[config.mk]
export PLATFORM = sky130hd
export DESIGN_NAME = jet_score_argmax_flat
export DESIGN_NICKNAME = d
export VERILOG_FILES = /design/src/rtl/jet_score_argmax_if.sv /design/src/rtl/jet_score_argmax.sv /design/src/flat_wrapper.sv
export SDC_FILE = /design/constraint.sdc
export NUM_CORES = 1
export LEC_CHECK = 0
export CAP_MARGIN = 10
export CORE_ASPECT_RATIO = 1.75
export CORE_MARGIN = 2
export CORE_UTILIZATION = 55
export CTS_BUF_LIST = sky130_fd_sc_hd__clkbuf_8
export CTS_CLUSTER_SIZE = 30
export DETAILED_ROUTE_END_ITERATION = 16
export GPL_TIMING_DRIVEN = 1
export PLACE_DENSITY = 0.84
export SLEW_MARGIN = 10
export SYNTH_ARGS = -nofsm -noshare
export SYNTH_HDL_FRONTEND = slang
export SYNTH_SLANG_ARGS = --single-unit
[constraint.sdc]
create_clock -name ap_clk -period 6.4 [get_ports ap_clk]
set_input_delay 1.28 -clock ap_clk [delete_from_list [all_inputs] [get_ports ap_clk]]
set_output_delay 1.28 -clock ap_clk [all_outputs]
set_load 0.005 [all_outputs]
[src/rtl/jet_score_argmax_if.sv]
// Score-collection and result handshake bundle for the jet class-score argmax block.
// The master side produces scores and consumes the result; the slave side is the argmax engine.
interface jet_score_argmax_if #(
    parameter int WIDTH       = 16,
    parameter int NUM_CLASSES = 5,
    parameter int IDX_W       = 3,
    parameter int CNT_W       = 16
);
    logic [NUM_CLASSES*WIDTH-1:0] score_in;
    logic [NUM_CLASSES-1:0]       score_vld;
    logic                         clear_err;
    logic                         result_valid;
    logic                         result_ready;
    logic [IDX_W-1:0]             class_idx;
    logic [WIDTH-1:0]             class_score;
    logic                         busy;
    logic                         dup_err;
    logic                         overrun;
    logic [CNT_W-1:0]             frame_cnt;

    modport master (
        output score_in, score_vld, clear_err, result_ready,
        input  result_valid, class_idx, class_score, busy, dup_err, overrun, frame_cnt
    );

    modport slave (
        input  score_in, score_vld, clear_err, result_ready,
        output result_valid, class_idx, class_score, busy, dup_err, overrun, frame_cnt
    );
endinterface

[src/rtl/jet_score_argmax.sv]
// Collects per-class signed scores in any order, then scans them one compare per cycle
// and presents {class index, max score} on a valid/ready handshake.
module jet_score_argmax #(
    parameter int WIDTH       = 16,
    parameter int NUM_CLASSES = 5,
    parameter int IDX_W       = 3,
    parameter int CNT_W       = 16
) (
    input  logic               ap_clk,
    input  logic               ap_rst,
    jet_score_argmax_if.slave  bus
);
    typedef enum logic [1:0] {COLLECT, SCAN, OUT} state_t;

    localparam logic [IDX_W-1:0] LAST_IDX = IDX_W'(NUM_CLASSES - 1);

    state_t                 state_reg;
    logic [WIDTH-1:0]       slot_reg [NUM_CLASSES];
    logic [WIDTH-1:0]       score_slice [NUM_CLASSES];
    logic [NUM_CLASSES-1:0] got_reg;
    logic [NUM_CLASSES-1:0] fill;
    logic [NUM_CLASSES-1:0] got_next;
    logic [IDX_W-1:0]       k_reg;
    logic [IDX_W-1:0]       best_idx_reg;
    logic [WIDTH-1:0]       best_reg;
    logic [WIDTH-1:0]       best_entry;
    logic                   result_valid_reg;
    logic                   dup_err_reg;
    logic                   overrun_reg;
    logic [CNT_W-1:0]       frame_cnt_reg;
    logic                   collect;
    logic                   accept;
    logic                   dup_hit;
    logic                   overrun_hit;

    genvar gi;
    generate
        for (gi = 0; gi < NUM_CLASSES; gi++) begin : g_slice
            assign score_slice[gi] = bus.score_in[gi*WIDTH +: WIDTH];
        end
    endgenerate

    assign collect     = (state_reg == COLLECT);
    assign accept      = result_valid_reg & bus.result_ready;
    assign fill        = collect ? (bus.score_vld & ~got_reg) : '0;
    assign got_next    = got_reg | fill;
    assign dup_hit     = collect & (|(bus.score_vld & got_reg));
    assign overrun_hit = ~collect & (|bus.score_vld);
    // Slot 0 may be filling in the very cycle the frame completes, so seed from the incoming value.
    assign best_entry  = fill[0] ? score_slice[0] : slot_reg[0];

    always_ff @(posedge ap_clk or negedge ap_rst) begin
        if (!ap_rst) begin
            got_reg <= '0;
            for (int i = 0; i < NUM_CLASSES; i++) begin
                slot_reg[i] <= '0;
            end
        end else if (accept) begin
            got_reg <= '0;
        end else begin
            got_reg <= got_next;
            for (int i = 0; i < NUM_CLASSES; i++) begin
                if (fill[i]) begin
                    slot_reg[i] <= score_slice[i];
                end
            end
        end
    end

    always_ff @(posedge ap_clk or negedge ap_rst) begin
        if (!ap_rst) begin
            state_reg        <= COLLECT;
            k_reg            <= '0;
            best_idx_reg     <= '0;
            best_reg         <= '0;
            result_valid_reg <= 1'b0;
            dup_err_reg      <= 1'b0;
            overrun_reg      <= 1'b0;
            frame_cnt_reg    <= '0;
        end else begin
            // Set events take priority over the clear request.
            if (dup_hit) begin
                dup_err_reg <= 1'b1;
            end else if (bus.clear_err) begin
                dup_err_reg <= 1'b0;
            end
            if (overrun_hit) begin
                overrun_reg <= 1'b1;
            end else if (bus.clear_err) begin
                overrun_reg <= 1'b0;
            end

            case (state_reg)
                COLLECT: begin
                    if (&got_next) begin
                        state_reg    <= SCAN;
                        best_reg     <= best_entry;
                        best_idx_reg <= '0;
                        k_reg        <= IDX_W'(1);
                    end
                end
                SCAN: begin
                    if ($signed(slot_reg[k_reg]) > $signed(best_reg)) begin
                        best_reg     <= slot_reg[k_reg];
                        best_idx_reg <= k_reg;
                    end
                    if (k_reg == LAST_IDX) begin
                        state_reg        <= OUT;
                        result_valid_reg <= 1'b1;
                    end
                    k_reg <= k_reg + IDX_W'(1);
                end
                OUT: begin
                    if (accept) begin
                        state_reg        <= COLLECT;
                        result_valid_reg <= 1'b0;
                        frame_cnt_reg    <= frame_cnt_reg + CNT_W'(1);
                    end
                end
                default: begin
                    state_reg <= COLLECT;
                end
            endcase
        end
    end

    assign bus.result_valid = result_valid_reg;
    assign bus.class_idx    = best_idx_reg;
    assign bus.class_score  = best_reg;
    assign bus.busy         = (state_reg != COLLECT);
    assign bus.dup_err      = dup_err_reg;
    assign bus.overrun      = overrun_reg;
    assign bus.frame_cnt    = frame_cnt_reg;
endmodule

[src/flat_wrapper.sv]
// flat-port wrapper written by rule: the top's interface ports become plain ports
module jet_score_argmax_flat 
#(
    parameter int WIDTH       = 16,
    parameter int NUM_CLASSES = 5,
    parameter int IDX_W       = 3,
    parameter int CNT_W       = 16
)
  (ap_clk, ap_rst, bus_score_in, bus_score_vld, bus_clear_err, bus_result_ready, bus_result_valid, bus_class_idx, bus_class_score, bus_busy, bus_dup_err, bus_overrun, bus_frame_cnt);
  jet_score_argmax_if #(.WIDTH(WIDTH), .NUM_CLASSES(NUM_CLASSES), .IDX_W(IDX_W), .CNT_W(CNT_W)) bus_i ();
  input  logic ap_clk;
  input  logic ap_rst;
  input wire logic [$bits(bus_i.score_in)-1:0] bus_score_in;
  input wire logic [$bits(bus_i.score_vld)-1:0] bus_score_vld;
  input wire logic [$bits(bus_i.clear_err)-1:0] bus_clear_err;
  input wire logic [$bits(bus_i.result_ready)-1:0] bus_result_ready;
  output wire logic [$bits(bus_i.result_valid)-1:0] bus_result_valid;
  output wire logic [$bits(bus_i.class_idx)-1:0] bus_class_idx;
  output wire logic [$bits(bus_i.class_score)-1:0] bus_class_score;
  output wire logic [$bits(bus_i.busy)-1:0] bus_busy;
  output wire logic [$bits(bus_i.dup_err)-1:0] bus_dup_err;
  output wire logic [$bits(bus_i.overrun)-1:0] bus_overrun;
  output wire logic [$bits(bus_i.frame_cnt)-1:0] bus_frame_cnt;
  assign bus_i.score_in = bus_score_in;
  assign bus_i.score_vld = bus_score_vld;
  assign bus_i.clear_err = bus_clear_err;
  assign bus_i.result_ready = bus_result_ready;
  assign bus_result_valid = bus_i.result_valid;
  assign bus_class_idx = bus_i.class_idx;
  assign bus_class_score = bus_i.class_score;
  assign bus_busy = bus_i.busy;
  assign bus_dup_err = bus_i.dup_err;
  assign bus_overrun = bus_i.overrun;
  assign bus_frame_cnt = bus_i.frame_cnt;
  jet_score_argmax #(.WIDTH(WIDTH), .NUM_CLASSES(NUM_CLASSES), .IDX_W(IDX_W), .CNT_W(CNT_W)) u_core (.ap_clk(ap_clk), .ap_rst(ap_rst), .bus(bus_i));
endmodule
==> out/qor.csv, run 1 <==
metric,value,unit
final_common_cell,dfrtp_1,
coreArea,11600,µm²
grt_usage,29.5,%
place_congestion,0.913,
dp_worst_setup_slack,1.49,ns
yosysWarnings,0,
period_share,78.6,%
synth_edf_count,0,
max-vdd-ir-drop,260,µV
power_density,525,nW/µm²
rows,52,
drt_first_iter_violations,424,
antenna_left,0,
critPathLaunchType,flop,
route.vias.total,5376,
path_clk_slew,0.08,ns
grt_pass1_vias,5816,
worstReg2RegEnd,u_core.bus.class_score[0],
use_met2,51.3,%
arrival,5.36,ns
p_leak,3.63,nW
cts_sinks,128,
fin_ws,1.37,ns
worstPathRequired,6.73,ns
portBuffers,127,
antenna_found_initial,0,
drive_gt1_share,17.0,%
critPathLaunch,u_core.k_reg[0],
drc_errors,0,
ctsResizeCount,0,
yosysTopAreaCell,dfrtp_1,
grt_pass1_wl,29.3,mm
synth_compound_area_share,12.3,%
regArea,3200,µm²
nFillCells,846,
worstSetupPathType,reg -> reg,
dr.pass1.iters,5,
cts_hold_buffers,0,
start_util,56.7,%
synthAdderAreaFrac,4.19,%
die_w,86.6,µm
post-cts-setup-buffer-count,0,
overflow,0,
regToRegSetupSlack,1.37,ns
die_area,12900,µm²
cp-endpoint,u_core.bus.class_score[0],
synth_top_family_by_area,multiplexers,
syn_inst,590,
avgRoutedWirePerCell,20.9,µm
max_freq,199,MHz
timing.final.crit_period,5.03,ns
grt_use_met1,34.9,%
netlist_area,6570,µm²
yosysTopAreaCellShare,48.8,%
cts.root.buffer_cell,clkbuf_8,
largest_reg_flops,80,
synth.area.top_cells,"dfrtp_1, mux2_2, mux2i_1, ha_1, a21oi_1",
setup_violations,0,
hold_viol,0,
clk_latency,0.45,ns
status,finished clean,
max_cap_violations,0,
final.setup_skew,0.0104,ns
fp.dieH,149,µm
met3_usage,5.94,%
cts_tree,built,
muxShareOfSynthArea,19.0,%
num_antenna_cells,0,
drv_slew,0,
seq_area_frac_synth,48.8,%
final_cell_mix,"dfrtp_1, clkdlybuf4s50_1, mux2_2",
tns,0,ns
hold_class,reg -> reg,
utilization,72.6,%
h-tree-depth,4,
hp-start,u_core.bus.frame_cnt[15],
slew_headroom,16.0,%
tightest_slew,1.26,ns
async_flop_share,100,%
grt_max_degree,68,
multi_input_area,3120,µm²
rsz0062_at_grt,no,
ios,128,
synth-seq-cells,128,
grt_busiest_layer,met2,
end_kind,flop,
syn2layout_area_growth,28.0,%
synthSimpleGateAreaFrac,9.95,%
ys_types,54,
critPathMaxFanout,35,
synth_nets,701,
cts_buffers,17,
r2r-start,u_core.k_reg[0],
wl,18.0,mm
vias_per_cell,6.27,
hpwl,12.6,mm
synth_area_per_cell,11.1,µm²
holdWs,0.487,ns
clockBufferDepth,2,
synth_xor_area_share,2.00,%
synthFlopType,dfrtp_1,
nets,821,
reg2reg_depth,11,
==> worst min-delay path by stage <==
stage | endpoint | slack [ns] | cells after the start
finish | u_core.bus.frame_cnt[15] | 0.49 | 1
global route | u_core.bus.frame_cnt[15] | 0.50 | 1
CTS | u_core.bus.frame_cnt[15] | 0.49 | 1
detailed placement | u_core.bus.frame_cnt[15] | 0.48 | 1
global placement | u_core.bus.frame_cnt[15] | 0.46 | 1
floorplan | u_core.bus.frame_cnt[15] | 0.47 | 1
==> through the flow <==
stage	total power, mW	cells	instance area, µm²
floorplan	2.81	590	6570
global placement	3.44	826	7900
detailed placement	3.51	826	7900
CTS	4.41	858	8410
global route	4.70	858	8410
finish	4.41	858	8410
==> cell usage after synthesis, types with 9 or more instances <==
library cell	instances
xnor2_1	11
o21ai_0	21
dfrtp_1	128
clkbuf_1	22
nor2_1	41
ha_1	22
mux2_2	69
a311oi_1	12
o22ai_1	17
a21oi_1	43
nand2_1	33
mux2i_1	45
nand4_1	9
inv_1	23
nor4_1	13
==> power breakdown <==
group	switching, mW	total, mW	internal (mW)
Clock	0.338	0.875	0.537
Combinational	1.11	2.07	0.957
Sequential	0.295	1.47	1.18
==> cell families after synthesis <==
group           Yosys count
compound gates          122
xor+xnor                 15
fa+ha+maj                22
buf+inv                  57
flops                   128
mux                     115
simple gates            131
==> final cells by class <==
cell class	count	share of cell area (%)
Clock inverter	12	2.69
Sequential cell	128	38.1
Tap cell	135	2.01
Inverter	24	1.07
Timing Repair Buffer	134	15.7
Clock buffer	20	3.27
Multi-Input combinational cell	405	37.1
==> worst max-delay path, stage by stage, from the launching register on <==
cell and delay, ns:
dfrtp_1 0.32, buf_4 0.42, inv_1 0.18, nor2_1 0.99
a21oi_1 0.19, o22ai_1 0.23, ha_1 0.35, and4_2 0.25
a221oi_1 0.74, a31o_1 0.78, nor2_1 0.13, o311a_1 0.32
==> metal layers <==
layer / share of wire [%] / vias to the layer above
met1: 37 / 2678
met3: 5.2 / 66
met5: 0 / -
met2: 54 / 240
li1: - / 2392
met4: 3.7 / 0
No activity file was read; power rests on OpenSTA's default activity.
==> run 2, diff against run 1 <==
- CORE_UTILIZATION: 55 -> 54
- PLACE_DENSITY: 0.84 -> 0.83
- clock period: 6.4 -> 5.1 ns (I/O delays scaled with it)
==> run 2 against run 1 <==
- routed wire length shrank 2.9%
- clock power is 28% higher
- sequential share of layout area down 0.38 points
- register-to-register slack got worse by 0.37 ns
- maximum frequency up 23%
- global-route usage decreased by 1.5 points
- sequential power up 24%
- design area is 1.0% higher
- first-iteration DRC count down 9.2%
- largest cell class unchanged
- largest power group unchanged
- highest routed layer unchanged
==> out/qor.csv, run 2 (same netlist as run 1, synthesis figures left out) <==
metric,value,unit
status,finished clean,
hold_class,reg -> reg,
final_cell_mix,"dfrtp_1, clkdlybuf4s50_1, mux2_2",
num_antenna_cells,0,
arrival,4.43,ns
p_comb_share,47.1,%
design_area,8490,µm²
ctsResizeCount,0,
antenna_left,0,
max-vdd-ir-drop,405,µV
dr.pass1.iters,5,
switching_power,2.16,mW
final_common_cell,dfrtp_1,
p_sw_share,38.8,%
grt_max_degree,81,
worstSetupPathType,reg -> reg,
h-tree-depth,4,
cts_sinks,128,
drv_slew,0,
drive_gt1_share,18.0,%
grt_usage,28.1,%
antenna_found_initial,0,
route.vias.total,5279,
max_freq,244,MHz
reg2reg_depth,9,
grt_pass1_wl,28.1,mm
overflow,0,
drt_first_iter_violations,385,
cts.root.buffer_cell,clkbuf_8,
clk_latency,0.44,ns
ios,128,
die_w,87.4,µm
path_clk_slew,0.08,ns
utilization,71.1,%
drc_errors,0,
fp.dieH,150,µm
setup_violations,0,
coreArea,11900,µm²
rsz0062_at_grt,no,
die_area,13100,µm²
max_cap_violations,0,
dp_worst_setup_slack,1.10,ns
tightest_slew,1.14,ns
nets,830,
clockBufferDepth,2,
cts_buffers,17,
p_int,3.40,mW
portBuffers,127,
cts_tree,built,
hold_viol,0,
clkPwrFrac,20.2,%
min_delay_path_depth,1,
nFillCells,859,
wl,17.4,mm
place_congestion,0.936,
hpwl,12.6,mm
end_kind,flop,
post-cts-setup-buffer-count,0,
placed_area,7970,µm²
syn2layout_area_growth,29.3,%
worstPathRequired,5.43,ns
avgRoutedWirePerCell,20.1,µm
critPathLaunchType,flop,
critPathMaxFanout,18,
power_density,655,nW/µm²
final.setup_skew,0.00943,ns
start_util,55.0,%
p_leak,3.68,nW
largest_reg_flops,80,
grt_pass1_vias,5533,
timing.final.crit_period,4.10,ns
fin_ws,0.999,ns
pwr-share-seq,32.8,%
period_share,80.4,%
slew_headroom,24.1,%
vias_per_cell,6.07,
rows,53,
cts_hold_buffers,0,
tns,0,ns
total_power,5.57,mW
[run 2: changes by cell type in the layout (fill, tap and decap cells not counted), sizes merged]
cell      change
clkinvlp      +1
bufinv        +1
buf           +9
clkinv        -1
clkbuf        -1
[run 2: critical path: stages, from the launching register on]
cell and delay, ns:
dfrtp_1 0.70, nand2b_1 0.64, o22ai_1 0.23, ha_1 0.43, nand4_1 0.15, or4_4 0.57
o21ai_2 0.22, a31o_1 0.59, nor2_1 0.13, o311a_1 0.32
[run 2: power groups by stage]
stage	clock network (mW)	registers [mW]	logic, mW
5_1_grt	1.19	1.87	2.87
3_5_place_dp	0	1.83	2.58
3_3_place_gp	0	1.80	2.51
4_1_cts	1.14	1.81	2.61
6_report	1.12	1.82	2.62
2_1_floorplan	0	1.70	1.82
[run 2: layout make-up]
type	instances	area (µm²)	area share (%)
sequential	128	3200	37.7
multi-input combinational	405	3120	36.8
timing repair buffer	143	1390	16.4
clock buffer	19	262	3.08
clock inverter	13	255	3.01
tap	137	171	2.02
inverter	24	90.1	1.06
[run 2: metal layers]
metal / vias up / share of wire [%] / GRT usage, %
li1: 2418 / - / -
met1: 2599 / 38 / 33.8
met2: 220 / 54 / 48.4
met3: 42 / 5.1 / 5.68
met4: 0 / 3.3 / 11.0
met5: - / 0 / 0
[run 2: path summary, 6_finish.rpt]
kind / startpoint / endpoint / slack (ns)
max: u_core.k_reg[2] / u_core.bus.class_score[0] / 1.0
min reg2reg: u_core.bus.frame_cnt[15] / u_core.bus.frame_cnt[15] / 0.50
min in group asynchronous: ap_rst / u_core.slot_reg[45] / 0.67
max reg2reg: u_core.k_reg[2] / u_core.bus.class_score[0] / 1.0
min: u_core.bus.frame_cnt[15] / u_core.bus.frame_cnt[15] / 0.50
max in group asynchronous: ap_rst / u_core.bus.class_score[5] / 3.59
[run 2: metrics by stage]
stage,hold WS [ns],cells
2_1_floorplan,0.468,590
3_3_place_gp,0.478,837
3_5_place_dp,0.487,837
4_1_cts,0.501,869
5_1_grt,0.506,869
6_report,0.497,869
